<file path="src/rtl/interboard_tx_fsm_pkg.sv">
// Shared inter-board link definitions.
// Holds the 24-bit frame geometry (frame width, chunk width, chunk count), the
// width and bit offset of every game-message field inside the frame, the
// transmit FSM state encoding and small helpers that pack a message into a
// frame and pick a chunk out of it. The receive stage imports the same
// constants, so both ends of the link agree on the layout.
package interboard_tx_fsm_pkg;

  localparam int FRAME_W = 24;
  localparam int CHUNK_W = 6;
  localparam int CHUNKS  = 4;

  // Field widths.
  localparam int MOVE_DIR_W = 1;
  localparam int BLOCK_X_W  = 5;
  localparam int BLOCK_Y_W  = 3;
  localparam int MSG_TYPE_W = 4;
  localparam int CARD_W     = 6;
  localparam int SEL_LEN_W  = 3;

  // Field LSB positions; frame[23:22] is always zero.
  localparam int SEL_LEN_LSB  = 0;
  localparam int CARD_LSB     = SEL_LEN_LSB + SEL_LEN_W;    // 3
  localparam int MSG_TYPE_LSB = CARD_LSB + CARD_W;          // 9
  localparam int BLOCK_Y_LSB  = MSG_TYPE_LSB + MSG_TYPE_W;  // 13
  localparam int BLOCK_X_LSB  = BLOCK_Y_LSB + BLOCK_Y_W;    // 16
  localparam int MOVE_DIR_LSB = BLOCK_X_LSB + BLOCK_X_W;    // 21

  typedef logic [FRAME_W-1:0]         frame_t;
  typedef logic [CHUNK_W-1:0]         chunk_t;
  typedef logic [$clog2(CHUNKS)-1:0]  chunk_idx_t;

  typedef enum logic [2:0] {
    IDLE,
    SETUP,
    WAIT_ACK_HI,
    WAIT_ACK_LO,
    DONE,
    ABORT
  } tx_state_e;

  function automatic frame_t pack_frame(
    input logic                  move_dir,
    input logic [BLOCK_X_W-1:0]  block_x,
    input logic [BLOCK_Y_W-1:0]  block_y,
    input logic [MSG_TYPE_W-1:0] msg_type,
    input logic [CARD_W-1:0]     card,
    input logic [SEL_LEN_W-1:0]  sel_len
  );
    frame_t f;
    f = '0;
    f[MOVE_DIR_LSB +: MOVE_DIR_W] = move_dir;
    f[BLOCK_X_LSB  +: BLOCK_X_W]  = block_x;
    f[BLOCK_Y_LSB  +: BLOCK_Y_W]  = block_y;
    f[MSG_TYPE_LSB +: MSG_TYPE_W] = msg_type;
    f[CARD_LSB     +: CARD_W]     = card;
    f[SEL_LEN_LSB  +: SEL_LEN_W]  = sel_len;
    return f;
  endfunction

  // Chunk 0 is the most-significant 6 bits of the frame.
  function automatic chunk_t frame_chunk(input frame_t f, input chunk_idx_t idx);
    return f[FRAME_W-1-CHUNK_W*int'(idx) -: CHUNK_W];
  endfunction

endpackage

</file>
<file path="src/rtl/interboard_tx_fsm_if.sv">
// Controller-side command bus plus link pins of the inter-board transmitter.
//   master : game controller / pin-driver side (drives ctrl_*, ack_in)
//   slave  : transmitter (drives req_out, data_out, data_oe, status pulses)
interface interboard_tx_fsm_if;
  import interboard_tx_fsm_pkg::*;

  logic                  ctrl_en;
  logic                  ctrl_move_dir;
  logic [BLOCK_X_W-1:0]  ctrl_block_x;
  logic [BLOCK_Y_W-1:0]  ctrl_block_y;
  logic [MSG_TYPE_W-1:0] ctrl_msg_type;
  logic [CARD_W-1:0]     ctrl_card;
  logic [SEL_LEN_W-1:0]  ctrl_sel_len;
  logic                  ack_in;
  logic                  req_out;
  logic [CHUNK_W-1:0]    data_out;
  logic                  data_oe;
  logic                  busy;
  logic                  tx_done;
  logic                  tx_err;

  modport master (
    output ctrl_en, ctrl_move_dir, ctrl_block_x, ctrl_block_y,
           ctrl_msg_type, ctrl_card, ctrl_sel_len, ack_in,
    input  req_out, data_out, data_oe, busy, tx_done, tx_err
  );

  modport slave (
    input  ctrl_en, ctrl_move_dir, ctrl_block_x, ctrl_block_y,
           ctrl_msg_type, ctrl_card, ctrl_sel_len, ack_in,
    output req_out, data_out, data_oe, busy, tx_done, tx_err
  );

endinterface

</file>
<file path="src/rtl/interboard_tx_fsm_sync_2ff.sv">
// Two-flop synchronizer for asynchronous level inputs (Ack on the transmit
// side, Request on the receive side).
//   clk, rst : capture clock, asynchronous active-high reset
//   d        : asynchronous input
//   q        : synchronized output, two cycles of latency
module sync_2ff #(
  parameter int W = 1
) (
  input  logic         clk,
  input  logic         rst,
  input  logic [W-1:0] d,
  output logic [W-1:0] q
);

  logic [W-1:0] meta;

  // NOTE: flops assigned with <= so both stages sample the pre-edge values;
  // with = the input would fall straight through both stages in one cycle.
  always_ff @(posedge clk or posedge rst) begin
    if (rst) begin
      meta <= '0;
      q    <= '0;
    end else begin
      meta <= d;
      q    <= meta;
    end
  end

endmodule

</file>
<file path="src/rtl/interboard_tx_fsm.sv">
// Inter-board transmit FSM.
// Latches one game message on a ctrl_en pulse, packs it into a 24-bit frame
// and sends it as four 6-bit chunks, MSB chunk first, each using a four-phase
// Request/Ack handshake. Ack is synchronized before use.
//   clk, rst       : system clock, asynchronous active-high reset
//   bus.ctrl_*     : message fields and the start pulse from the controller
//   bus.ack_in     : raw Ack pin from the peer board
//   bus.req_out    : Request pin value
//   bus.data_out   : data pin value (chunk being sent)
//   bus.data_oe    : enable for the Request/data tri-state drivers
//   bus.busy       : high from accept until back in IDLE
//   bus.tx_done    : one-cycle pulse, whole frame acknowledged
//   bus.tx_err     : one-cycle pulse, transfer aborted on an Ack timeout
module interboard_tx_fsm
  import interboard_tx_fsm_pkg::*;
#(
  parameter int SETUP_CYC   = 4,
  parameter int TIMEOUT_CYC = 1_000_000
) (
  input logic               clk,
  input logic               rst,
  interboard_tx_fsm_if.slave bus
);

  // Timer covers both the setup count and the Ack timeout.
  localparam int TMR_MAX = (TIMEOUT_CYC > SETUP_CYC) ? TIMEOUT_CYC : SETUP_CYC;
  localparam int TMR_W   = $clog2(TMR_MAX + 1);
  typedef logic [TMR_W-1:0] tmr_t;

  localparam tmr_t       SETUP_LAST   = tmr_t'(SETUP_CYC - 1);
  localparam tmr_t       TIMEOUT_LAST = tmr_t'(TIMEOUT_CYC - 1);
  localparam chunk_idx_t LAST_CHUNK   = chunk_idx_t'(CHUNKS - 1);

  tx_state_e  state_q, state_d;
  frame_t     frame_q, frame_d;
  chunk_idx_t chunk_q, chunk_d;
  tmr_t       timer_q, timer_d;
  chunk_t     data_q,  data_d;
  logic       req_q,   req_d;
  logic       oe_q,    oe_d;
  logic       busy_q,  busy_d;
  logic       done_q,  done_d;
  logic       err_q,   err_d;

  logic       ack_s;
  tmr_t       timer_inc;
  frame_t     new_frame;
  chunk_idx_t chunk_next;

  sync_2ff #(.W(1)) u_ack_sync (
    .clk (clk),
    .rst (rst),
    .d   (bus.ack_in),
    .q   (ack_s)
  );

  // Saturating increment: the timer never wraps back to zero.
  assign timer_inc  = (timer_q == '1) ? timer_q : tmr_t'(timer_q + 1'b1);
  assign chunk_next = chunk_idx_t'(chunk_q + 1'b1);
  assign new_frame  = pack_frame(bus.ctrl_move_dir, bus.ctrl_block_x,
                                 bus.ctrl_block_y, bus.ctrl_msg_type,
                                 bus.ctrl_card, bus.ctrl_sel_len);

  // NOTE: every register (the frame included) is cleared by reset, so the
  // pins fall immediately when rst rises, even mid-transfer.
  always_ff @(posedge clk or posedge rst) begin
    if (rst) begin
      state_q <= IDLE;
      frame_q <= '0;
      chunk_q <= '0;
      timer_q <= '0;
      data_q  <= '0;
      req_q   <= 1'b0;
      oe_q    <= 1'b0;
      busy_q  <= 1'b0;
      done_q  <= 1'b0;
      err_q   <= 1'b0;
    end else begin
      state_q <= state_d;
      frame_q <= frame_d;
      chunk_q <= chunk_d;
      timer_q <= timer_d;
      data_q  <= data_d;
      req_q   <= req_d;
      oe_q    <= oe_d;
      busy_q  <= busy_d;
      done_q  <= done_d;
      err_q   <= err_d;
    end
  end

  // NOTE: every next-state value is given a default before the case so no
  // path leaves one unassigned, which would infer a latch.
  always_comb begin
    state_d = state_q;
    frame_d = frame_q;
    chunk_d = chunk_q;
    timer_d = timer_q;
    data_d  = data_q;
    req_d   = req_q;
    oe_d    = oe_q;
    busy_d  = busy_q;
    done_d  = 1'b0;
    err_d   = 1'b0;

    unique case (state_q)
      IDLE: begin
        if (bus.ctrl_en) begin
          frame_d = new_frame;
          chunk_d = '0;
          timer_d = '0;
          data_d  = frame_chunk(new_frame, '0);
          oe_d    = 1'b1;
          busy_d  = 1'b1;
          state_d = SETUP;
        end
      end

      // Data has been on the pins since entry; Request rises after the
      // setup time so the peer never samples a changing bus.
      SETUP: begin
        if (timer_q == SETUP_LAST) begin
          req_d   = 1'b1;
          timer_d = '0;
          state_d = WAIT_ACK_HI;
        end else begin
          timer_d = timer_inc;
        end
      end

      WAIT_ACK_HI: begin
        if (ack_s) begin
          req_d   = 1'b0;
          timer_d = '0;
          state_d = WAIT_ACK_LO;
        end else if (timer_q == TIMEOUT_LAST) begin
          req_d   = 1'b0;
          oe_d    = 1'b0;
          data_d  = '0;
          err_d   = 1'b1;
          state_d = ABORT;
        end else begin
          timer_d = timer_inc;
        end
      end

      // The next chunk goes onto the pins only once Ack is low again, so
      // data never changes while either handshake line is high.
      WAIT_ACK_LO: begin
        if (!ack_s) begin
          timer_d = '0;
          if (chunk_q == LAST_CHUNK) begin
            oe_d    = 1'b0;
            data_d  = '0;
            done_d  = 1'b1;
            state_d = DONE;
          end else begin
            chunk_d = chunk_next;
            data_d  = frame_chunk(frame_q, chunk_next);
            state_d = SETUP;
          end
        end else if (timer_q == TIMEOUT_LAST) begin
          oe_d    = 1'b0;
          data_d  = '0;
          err_d   = 1'b1;
          state_d = ABORT;
        end else begin
          timer_d = timer_inc;
        end
      end

      // busy stays high through the pulse cycle so a ctrl_en landing here
      // is dropped like any other request made while busy.
      DONE, ABORT: begin
        busy_d  = 1'b0;
        timer_d = '0;
        state_d = IDLE;
      end

      default: state_d = IDLE;
    endcase
  end

  assign bus.req_out  = req_q;
  assign bus.data_out = data_q;
  assign bus.data_oe  = oe_q;
  assign bus.busy     = busy_q;
  assign bus.tx_done  = done_q;
  assign bus.tx_err   = err_q;

endmodule
</file>
<file path="src/flat_wrapper.sv">
// flat-port wrapper written by rule: the top's interface ports become plain ports
module interboard_tx_fsm_flat import interboard_tx_fsm_pkg::*;
#(
  parameter int SETUP_CYC   = 4,
  parameter int TIMEOUT_CYC = 1_000_000
)
  (clk, rst, bus_ctrl_en, bus_ctrl_move_dir, bus_ctrl_block_x, bus_ctrl_block_y, bus_ctrl_msg_type, bus_ctrl_card, bus_ctrl_sel_len, bus_ack_in, bus_req_out, bus_data_out, bus_data_oe, bus_busy, bus_tx_done, bus_tx_err);
  interboard_tx_fsm_if bus_i ();
  input logic clk;
  input logic rst;
  input wire logic [$bits(bus_i.ctrl_en)-1:0] bus_ctrl_en;
  input wire logic [$bits(bus_i.ctrl_move_dir)-1:0] bus_ctrl_move_dir;
  input wire logic [$bits(bus_i.ctrl_block_x)-1:0] bus_ctrl_block_x;
  input wire logic [$bits(bus_i.ctrl_block_y)-1:0] bus_ctrl_block_y;
  input wire logic [$bits(bus_i.ctrl_msg_type)-1:0] bus_ctrl_msg_type;
  input wire logic [$bits(bus_i.ctrl_card)-1:0] bus_ctrl_card;
  input wire logic [$bits(bus_i.ctrl_sel_len)-1:0] bus_ctrl_sel_len;
  input wire logic [$bits(bus_i.ack_in)-1:0] bus_ack_in;
  output wire logic [$bits(bus_i.req_out)-1:0] bus_req_out;
  output wire logic [$bits(bus_i.data_out)-1:0] bus_data_out;
  output wire logic [$bits(bus_i.data_oe)-1:0] bus_data_oe;
  output wire logic [$bits(bus_i.busy)-1:0] bus_busy;
  output wire logic [$bits(bus_i.tx_done)-1:0] bus_tx_done;
  output wire logic [$bits(bus_i.tx_err)-1:0] bus_tx_err;
  assign bus_i.ctrl_en = bus_ctrl_en;
  assign bus_i.ctrl_move_dir = bus_ctrl_move_dir;
  assign bus_i.ctrl_block_x = bus_ctrl_block_x;
  assign bus_i.ctrl_block_y = bus_ctrl_block_y;
  assign bus_i.ctrl_msg_type = bus_ctrl_msg_type;
  assign bus_i.ctrl_card = bus_ctrl_card;
  assign bus_i.ctrl_sel_len = bus_ctrl_sel_len;
  assign bus_i.ack_in = bus_ack_in;
  assign bus_req_out = bus_i.req_out;
  assign bus_data_out = bus_i.data_out;
  assign bus_data_oe = bus_i.data_oe;
  assign bus_busy = bus_i.busy;
  assign bus_tx_done = bus_i.tx_done;
  assign bus_tx_err = bus_i.tx_err;
  interboard_tx_fsm #(.SETUP_CYC(SETUP_CYC), .TIMEOUT_CYC(TIMEOUT_CYC)) u_core (.clk(clk), .rst(rst), .bus(bus_i));
endmodule
</file>
<file path="config.mk">
export PLATFORM = sky130hd
export DESIGN_NAME = interboard_tx_fsm_flat
export DESIGN_NICKNAME = d
export VERILOG_FILES = /design/src/rtl/interboard_tx_fsm_pkg.sv /design/src/rtl/interboard_tx_fsm_if.sv /design/src/rtl/interboard_tx_fsm_sync_2ff.sv /design/src/rtl/interboard_tx_fsm.sv /design/src/flat_wrapper.sv
export SDC_FILE = /design/constraint.sdc
export NUM_CORES = 1
export LEC_CHECK = 0
export ABC_AREA = 1
export CAP_MARGIN = 0
export CORE_ASPECT_RATIO = 1.4
export CORE_UTILIZATION = 58
export CTS_CLUSTER_SIZE = 20
export DETAILED_ROUTE_END_ITERATION = 12
export PLACE_DENSITY = 0.82
export SLEW_MARGIN = 15
export SYNTH_ARGS = -nofsm -noshare
export SYNTH_HDL_FRONTEND = slang
export SYNTH_SLANG_ARGS = --single-unit
</file>
<file path="constraint.sdc">
create_clock -name clk -period 2.4 [get_ports clk]
set_clock_uncertainty 0.2 [all_clocks]
set_input_delay 0.48 -clock clk [delete_from_list [all_inputs] [get_ports clk]]
set_output_delay 0.48 -clock clk [all_outputs]
set_load 0.1 [all_outputs]
</file>
== Word-level counts from Yosys, hierarchy flattened ==
Index checks and enable logic that the tools add are counted.
Word-level totals
  register bits after elaboration: 60
  latch bits: 0
  RAM bits: 0
  ROM bits: 0
  bits of input ports: 26
  output and inout port bits: 11
  logic and storage cells: 90
  memories: 0
Operators by class
  add/sub/neg operators: 3
  multipliers: 1
  divide/modulo/power cells: 0
  magnitude comparators: 0
  equality and inequality tests: 16
  shifts and indexed selects: 1
  mux-type cells: 42
  bitwise gates (word level): 0
  reductions and logical operators: 15
Operators with widths (number)
  $mux 20: 6
  $pmux 20 s5: 1
  $eq 20x20->1 const B: 2
  $shiftx 29x32->6: 1
  $sub 6x32->32 const A: 1
  $mux 6: 5
  $add 20x1->20 const B: 1
  $eq 20x2->1 const B: 1
  $mux 3: 6
  $pmux 6 s3: 1
  $mux 1: 14
  $pmux 3 s4: 1
  $ne 2x2->1 const B: 4
  $reduce_and 2->1: 4
  $reduce_and 4->1: 2
  $eq 3x2->1 const B: 2
  $eq 3x3->1 const B: 2
  $mux 2: 3
  $ne 3x2->1 const B: 2
  $pmux 1 s2: 3
  $reduce_and 3->1: 2
  $reduce_bool 2->1: 3
  $reduce_bool 5->1: 1
  $mul 2x2->4 const A: 1
  9 further kinds: 9

== Depth between registers and ports, before layout ==
Gate-level depths: netlist (run 1).
  word-level depth: 7
  gate-level depth with buffers: 14
  gate-level depth less buffers: 12

== By module ==
Synthesis (run 1) repeated with hierarchy kept, for this count alone.
Unflattened totals
  cells, all modules: 541
  area, all modules: 3804.9 um2
By module, submodules not included
  interboard_tx_fsm: instances 1, cells an instance 538, area an instance 3751.1 um2, seq. area each 1451.4 um2
  sync_2ff: instances 1, cells an instance 3, area an instance 53.8 um2, seq. area each 50.0 um2

== Worst setup path after synthesis (run 1) ==
OpenSTA, ideal clock, no wires.
  path type: register to register
  start point: register u_core.chunk_q[0]
  end point: register u_core.data_q[0] (netlist: u_core.bus.data_out[0])
  library setup time: 128 ps
  arrival time: 1811 ps
  data required time: 2072 ps
  path slack: 261 ps
  cell stages (with the launch flop): 14
  buffers on the path: 2
  clock period less this slack: 2139 ps
  cell sequence: dfrtp_1 > inv_1 > buf_2 > ha_1 > buf_2 > inv_1 > nand2_1 > nand2_1 > a21oi_1 > o21ai_0 > nand2_1 > nand2_1 > nand2_1 > nand3_1
Between the ends
  longest elaborated chain between the ends: 7
  elaborated cells on any way between the ends: 8
  classes of those cells: add/sub (2); mul (1); eq/ne (1); shift (1); mux (3)
Ends and longest elaborated chain
  from (decl): line interboard_tx_fsm.sv:36  | chunk_idx_t chunk_q, chunk_d;
  from (signal assigned): line interboard_tx_fsm.sv:81  | chunk_q <= chunk_d;
  $add 2x1->2: line interboard_tx_fsm.sv:59  | assign chunk_next = chunk_idx_t'(chunk_q + 1'b1);
  $mul 2x2->4: line interboard_tx_fsm_pkg.sv:63  | return f[FRAME_W-1-CHUNK_W*int'(idx) -: CHUNK_W];
  $sub 6x32->32: line interboard_tx_fsm_pkg.sv:63
  $shiftx 29x32->6: line interboard_tx_fsm_pkg.sv:63
  $mux 6 (*): line interboard_tx_fsm.sv:152  | if (chunk_q == LAST_CHUNK) begin
  $mux 6 (*): line interboard_tx_fsm.sv:150  | if (!ack_s) begin
  $pmux 6 s3 (*): line interboard_tx_fsm.sv:106  | unique case (state_q)
  to (signal assigned): line interboard_tx_fsm.sv:83  | data_q <= data_d;
  to (decl): line interboard_tx_fsm.sv:38  | chunk_t data_q, data_d;
Every way passes the cells marked *; elsewhere a longest branch is shown, timed or not.
A chain may end at the register's enable or synchronous reset.

== Worst setup path after layout (run 1) ==
  start point: register u_core.chunk_q[1]
  end point: register u_core.data_q[1] (netlist: u_core.bus.data_out[1])
Same word-level chain as after synthesis.

==> run summary, run 1 <==
Cells after Synth -> 545
Outcome -> completed
Die height -> 97.9 microns
Slew @ Worst Pin -> 483 ps
Root Driver -> clkbuf_8
Fin crit period -> 2100 ps
Hold-fix buffers, CTS -> 0
Flops & latches, synth -> 60
Worst setup EP type -> flop
Power density over the cells -> 490 nW/um^2
Count of final setup violators -> 0
Clock-pin slew of the registers on the worst-case setup and hold paths -> 70 ps
Fin area -> 4480 sq um
Post-synth top area share -> 0.394
Fin worst setup slack -> 302 ps
Area after DPL -> 4260 sq um
CP Data Required Time -> 2420 ps
Final count of hold timing violations -> 0
Routed length per instance -> 16.0 microns
Remaining global-route overflow -> 0
Gr usage total -> 0.342
Avg Cell Area, Syn -> 6.99 sq um
P_int -> 1700 uW
Clock Path Buffers -> 2
Synth-to-Final Area Change -> 17.5%
Reg2reg path depth -> 10
Total setup buffers inserted after CTS -> 0
Setup TNS Final -> 0 ps
TritonCTS buffer count -> 9
Worst flop-to-flop path endpoint -> u_core.bus.data_out[1]
CTS tree -> yes
CP endpoint -> u_core.bus.data_out[1]
Crit path launch type -> flop
Fin. max-slew vios -> 0
Layout cell share with drive strength beyond 1 -> 0.130
Crit path launch -> u_core.chunk_q[1]
Antenna violations before repair -> 0
Die area -> 6900 sq um
Iter 0 DRT Violations -> 122
Final net count -> 618
Largest net degree at the start of global routing -> 34
Max-Cap Viols -> 0
Port-buffer cells -> 36
Yosys warns -> 0
DRC violations left -> 0
Synth unique cells -> 35
Syn_nets -> 575
Switching part of the total -> 0.222
CTS sink cnt -> 60
Clock network power share -> 0.465
Drt first pass iters -> 7
Setup WS pre-CTS -> 297 ps
Register share of total power -> 0.479
Period utilization -> 0.874
RSZ-0062 raised after global routing -> no
Leak -> 0.00234 uW
Worst hold path type -> reg -> reg
IO Count -> 37
Die span in x -> 70.5 microns
Filler cells -> 547
Seq/Total Area, Yosys -> 0.394
Via count -> 3750
Site Rows -> 34
Placer congestion estimate -> 1.05
Initial Utilization -> 0.605
Via density per instance -> 5.64
DP HPWL -> 8200 microns
Vias in the first global route -> 3893
Sw Pwr -> 487 uW
Combinational Power Share -> 0.056
Hold_ws -> 158 ps
CP arrival -> 2120 ps
Fmax -> 477 MHz
Core area -> 6300 sq um
Post-Layout Cell Count -> 665
Critical path fanouts, max -> 10
First-pass GRT wire length -> 17900 microns
Clock insertion delay at the later pin of the skew report -> 340 ps
Inst Count DP -> 649
Slew headroom -> 0.678
Worst reg2reg setup slack -> 300 ps
Largest area contributor in the synthesized netlist -> dfrtp_1
PostCTS Resize Cnt -> 0
Worst R2R Start -> u_core.chunk_q[1]
Drt total wl -> 10600 microns
Cell Area, Synth -> 3810 sq um
Remaining antenna violation count -> 0
H-tree levels -> 3
VDD IR max -> 350 uV
Critical path class -> reg -> reg
Top cells by area, synth -> dfrtp_1 39%, nand2_1 18%, nand3_1 6.6%
Number of diodes -> 0
worst min-delay path by stage:
stage / cells after the start / endpoint / slack (ps) / startpoint
2_1_floorplan: 0 / u_core.u_ack_sync.q / 130 / u_core.u_ack_sync.meta
3_3_place_gp: 0 / u_core.u_ack_sync.q / 130 / u_core.u_ack_sync.meta
3_5_place_dp: 0 / u_core.u_ack_sync.q / 150 / u_core.u_ack_sync.meta
4_1_cts: 0 / u_core.u_ack_sync.q / 160 / u_core.u_ack_sync.meta
5_1_grt: 0 / u_core.u_ack_sync.q / 170 / u_core.u_ack_sync.meta
6_report: 0 / u_core.u_ack_sync.q / 160 / u_core.u_ack_sync.meta
metal layers:
layer,routed length (microns),vias to the layer above,global-route usage
met3,458,52,0.0537
met2,5750,134,0.635
met4,673,0,0.243
met5,0,-,0
met1,3750,1740,0.338
li1,-,1824,-
power by group through the flow:
stage / logic [uW] / registers [uW] / clock network (uW)
3_3_place_gp: 122 / 1070 / 0
5_1_grt: 137 / 1050 / 1070
4_1_cts: 123 / 1050 / 1030
6_report: 122 / 1050 / 1020
3_5_place_dp: 123 / 1070 / 0
2_1_floorplan: 48.1 / 1070 / 0
logic make-up (layout without fill, tap and decap cells):
| group | after synthesis | count (layout) | share of synthesized area |
|---|---|---|---|
| flops | 60 | 60 | 0.394 |
| xor+xnor | 5 | 5 | 0.0115 |
| compound gates | 74 | 74 | 0.108 |
| fa+ha+maj | 4 | 4 | 0.0131 |
| buf+inv | 80 | 128 | 0.0818 |
| simple gates | 322 | 322 | 0.391 |
per-stage QoR:
step	util	total power, uW
2_1_floorplan	-	1120
4_1_cts	0.711	2210
3_5_place_dp	0.676	1190
5_1_grt	0.711	2250
6_report	0.711	2190
3_3_place_gp	0.676	1190
area by class of cell:
type                       count  area, sq um  share of cell area
multi-input combinational    405         2000               0.446
clock buffer                  12          145              0.0324
clock inverter                 4         72.6              0.0162
sequential                    60         1500               0.335
inverter                      69          259              0.0579
tap                           72         90.1              0.0201
timing repair buffer          43          410              0.0917
cell usage after synthesis:
cell       number
nand3_2         2
nor3_4          1
inv_1          61
xor2_1          5
clkbuf_2        2
and3_1          1
nor2_1         45
a31oi_1         1
nand2_4         5
a22oi_1         1
nand4_4         1
buf_2           7
nand2_1       181
a211oi_1        1
a21oi_1         8
nand4_1         9
a21oi_2         1
nand2_2         9
nand3_1        50
ha_1            4
o211ai_1        4
o21ai_2         1
nor2_4          7
inv_2           8
o21ai_4         1
clkbuf_1        2
o21ai_1        14
nor2_2          4
nor3_2          4
o2111ai_1       1
dfrtp_1        60
a21boi_0        1
nor4_1          1
o21ai_0        40
nor3_1          2
cell usage in the layout (no fill, tap or decap), types with 4 or more instances in the layout:
master / Yosys / routed
nor3_2: 4 / 4
inv_1: 61 / 60
nand2_4: 5 / 5
dfrtp_1: 60 / 60
nand4_1: 9 / 9
buf_4: 0 / 16
nor2_2: 4 / 4
nand2_1: 181 / 181
o21ai_0: 40 / 40
ha_1: 4 / 4
nor2_4: 7 / 7
inv_2: 8 / 9
a21oi_1: 8 / 8
nand3_1: 50 / 50
clkdlybuf4s50_1: 0 / 25
nor2_1: 45 / 45
o211ai_1: 4 / 4
o21ai_1: 14 / 14
clkbuf_8: 0 / 10
nand2_2: 9 / 9
xor2_1: 5 / 5
state kept, by name (all words and copies together), names as in the netlist:
name,flops
u_core.bus.busy,1
u_core.bus.data_oe,1
u_core.bus.data_out,6
u_core.bus.req_out,1
u_core.bus.tx_done,1
u_core.bus.tx_err,1
u_core.chunk_q,2
u_core.frame_q,22
u_core.state_q,3
u_core.timer_q,20
u_core.u_ack_sync.meta,1
u_core.u_ack_sync.q,1
worst max-delay path, stage by stage (launching register included):
cell and delay, ps:
dfrtp_1 400, ha_1 480, nor2_1 140, nor2_1 220, o21ai_0 150, nand2_1 80
nand2_1 50, nand3_1 60, nand2_1 60, nand2_1 70, nand3_1 70
Note: power is estimated with default switching activity, not from simulation.
==> run 2, diff against run 1 <==
--- a/config.mk
+++ b/config.mk
@@ -6,13 +6,12 @@
 export NUM_CORES = 1
 export LEC_CHECK = 0
 export ABC_AREA = 1
-export CAP_MARGIN = 0
-export CORE_ASPECT_RATIO = 1.4
+export CAP_MARGIN = 20
 export CORE_UTILIZATION = 58
 export CTS_CLUSTER_SIZE = 20
 export DETAILED_ROUTE_END_ITERATION = 12
 export PLACE_DENSITY = 0.82
-export SLEW_MARGIN = 15
+export SLEW_MARGIN = 10
 export SYNTH_ARGS = -nofsm -noshare
 export SYNTH_HDL_FRONTEND = slang
 export SYNTH_SLANG_ARGS = --single-unit
==> run 2 against run 1 <==
- critical path depth did not move
- total power rose by 10%
- flip-flop and latch count did not move
- clock-buffer cell count fell by 2
- critical endpoint is now u_core.bus.data_out[3]
==> run summary, run 2 (synthesis results as in run 1) <==
Clock insertion delay at the later pin of the skew report -> 350 ps (about the same)
Antenna violations before repair -> 0 (unchanged)
Sw Pwr -> 502 uW (+3.1%)
H-tree levels -> 3 (unchanged)
Fin crit period -> 2130 ps (+33.5 ps)
Layout cell share with drive strength beyond 1 -> 0.135 (+0.00483)
RSZ-0062 raised after global routing -> no
Fin. max-slew vios -> 0 (unchanged)
Drt first pass iters -> 5 (-2)
Outcome -> completed
CP Data Required Time -> 2420 ps (about the same)
Placer congestion estimate -> 0.996 (-5.0%)
Slew headroom -> 0.662 (-0.0163)
Largest net degree at the start of global routing -> 34 (unchanged)
Worst hold path type -> reg -> reg
Sink of the worst hold path -> u_core.u_ack_sync.q
Count of final setup violators -> 0 (unchanged)
VDD IR max -> 420 uV (+20%)
CP arrival -> 2150 ps (+30 ps)
Via count -> 3732 (-0.48%)
Pwr Total -> 2420 uW (+10%)
Clock Path Buffers -> 2 (unchanged)
Worst setup EP type -> flop
Final count of hold timing violations -> 0 (unchanged)
Worst flop-to-flop path endpoint -> u_core.bus.data_out[3]
Port-buffer cells -> 36 (unchanged)
Hold_sp -> u_core.u_ack_sync.meta
Clock network power share -> 0.517 (+0.052)
Most common cell after layout, fill and taps aside -> nand2_1
Reg2reg path depth -> 10 (unchanged)
Remaining antenna violation count -> 0 (unchanged)
Cells on Worst Hold Path -> 0 (unchanged)
Leak -> 0.00236 uW (+0.95%)
Via density per instance -> 5.56 (-1.4%)
Root Driver -> clkbuf_8
Iter 0 DRT Violations -> 361 (+200%)
Core area -> 6350 sq um (+0.85%)
Remaining global-route overflow -> 0 (unchanged)
PostCTS Resize Cnt -> 0 (unchanged)
DP HPWL -> 7800 microns (-4.8%)
Drt total wl -> 10300 microns (-3.3%)
Worst R2R Start -> u_core.timer_q[0]
Largest register FFs -> 22 (unchanged)
Gr usage total -> 0.318 (-0.0232)
Crit path launch type -> flop
Total setup buffers inserted after CTS -> 0 (unchanged)
Number of diodes -> 0 (unchanged)
Power density over the cells -> 533 nW/um^2 (+8.9%)
TritonCTS buffer count -> 9 (unchanged)
Period utilization -> 0.888 (+0.0140)
Worst reg2reg setup slack -> 270 ps (-30 ps)
Critical path fanouts, max -> 6 (-4)
Routed length per instance -> 15.3 microns (-4.1%)
Fmax -> 469 MHz (-1.6%)
Initial Utilization -> 0.600 (-0.00513)
Combinational Power Share -> 0.050 (-0.006)
Hold-fix buffers, CTS -> 0 (unchanged)
Largest Register -> u_core.frame_q
Synth-to-Final Area Change -> 18.9%
CTS tree -> yes
Final net count -> 619 (+0.16%)
First-pass GRT wire length -> 17200 microns (-4.0%)
Switching part of the total -> 0.208 (-0.0144)
Most frequent cells in the layout -> 181 x nand2_1, 60 x inv_1, 60 x dfrtp_1
DRC violations left -> 0 (unchanged)
Slew @ Worst Pin -> 503 ps (+20.3 ps)
Die area -> 6900 sq um (about the same)
Max-Cap Viols -> 0 (unchanged)
Die height -> 83.1 microns (-15%)
CTS sink cnt -> 60 (unchanged)
Register share of total power -> 0.433 (-0.046)
Setup TNS Final -> 0 ps (unchanged)
Die span in x -> 83.1 microns (+18%)
Clock-pin slew of the registers on the worst-case setup and hold paths -> 70 ps (about the same)
Site Rows -> 29 (-15%)
P_int -> 1910 uW (+12%)
Vias in the first global route -> 3468 (-11%)
Critical path class -> reg -> reg
IO Count -> 37 (unchanged)
==> run 2: cell types whose count changed in the layout (fill, tap and decap cells not counted), sizes merged <==
cell	delta
buf	+1
bufinv	+2
clkbuf	-2
clkinv	-1
clkinvlp	+1
==> run 2: how the worst max path moves through the flow <==
stage / from / to / slack (ps) / cells after the start
floorplan: rst / u_core.bus.busy / 240 / 1
global placement: bus_ctrl_en / u_core.bus.data_out[3] / 340 / 8
detailed placement: bus_ctrl_en / u_core.bus.data_out[3] / 290 / 8
CTS: u_core.timer_q[0] / u_core.timer_q[18] / 290 / 10
global route: u_core.timer_q[0] / u_core.timer_q[18] / 150 / 10
finish: u_core.timer_q[0] / u_core.bus.data_out[3] / 270 / 10
==> run 2: layout make-up <==
type | instances | area, sq um
multi-input cells | 405 | 2000
fillers | 526 | 1820
flip-flops and latches | 60 | 1500
repair buffers | 44 | 405
inverters | 69 | 259
clock buffers | 10 | 138
clock inverters | 6 | 135
well taps | 77 | 96.3
==> run 2: power groups by stage <==
| stage | clock network, uW | logic (uW) | registers (uW) |
|---|---|---|---|
| 2_1_floorplan | 0 | 48.1 | 1070 |
| 3_3_place_gp | 0 | 119 | 1070 |
| 3_5_place_dp | 0 | 121 | 1070 |
| 4_1_cts | 1260 | 122 | 1050 |
| 5_1_grt | 1300 | 135 | 1050 |
| 6_report | 1250 | 120 | 1050 |
==> run 2: worst max-delay path, cell delays in order (launching register included) <==
cell     delay [ps]
dfrtp_1         470
ha_1            250
nand2_2         110
nor2_4          140
nand2_2         140
nor2_4          170
nand2_4          90
o21ai_2         110
nand2_1         160
nand2_1          90
nand3_1          70
==> run 2: per-layer routing <==
metal,part of all wire,GRT usage,vias up
met5,0,0,-
met4,0.015,0.103,0
met3,0.083,0.0934,17
met2,0.43,0.446,164
met1,0.47,0.470,1717
li1,-,-,1834
==> run 2: metrics by stage <==
| step | std cells | instance area, sq um | hold WS (ps) | utilization | worst slack [ps] |
|---|---|---|---|---|---|
| after floorplan | 545 | 3810 | 131 | - | 235 |
| after global placement | 655 | 4260 | 159 | 0.671 | 340 |
| after detailed placement | 655 | 4260 | 143 | 0.671 | 286 |
| after CTS | 671 | 4530 | 159 | 0.714 | 291 |
| after global routing | 671 | 4530 | 172 | 0.714 | 155 |
| final | 671 | 4530 | 160 | 0.714 | 269 |
==> run 3, diff against run 2 <==
--- a/config.mk
+++ b/config.mk
@@ -11,6 +11,7 @@
 export CTS_CLUSTER_SIZE = 20
 export DETAILED_ROUTE_END_ITERATION = 12
 export PLACE_DENSITY = 0.82
+export SETUP_SLACK_MARGIN = 0.05
 export SLEW_MARGIN = 10
 export SYNTH_ARGS = -nofsm -noshare
 export SYNTH_HDL_FRONTEND = slang
==> results of run 3 <==
Final layout, timing and power as in run 2 (identical DEF).
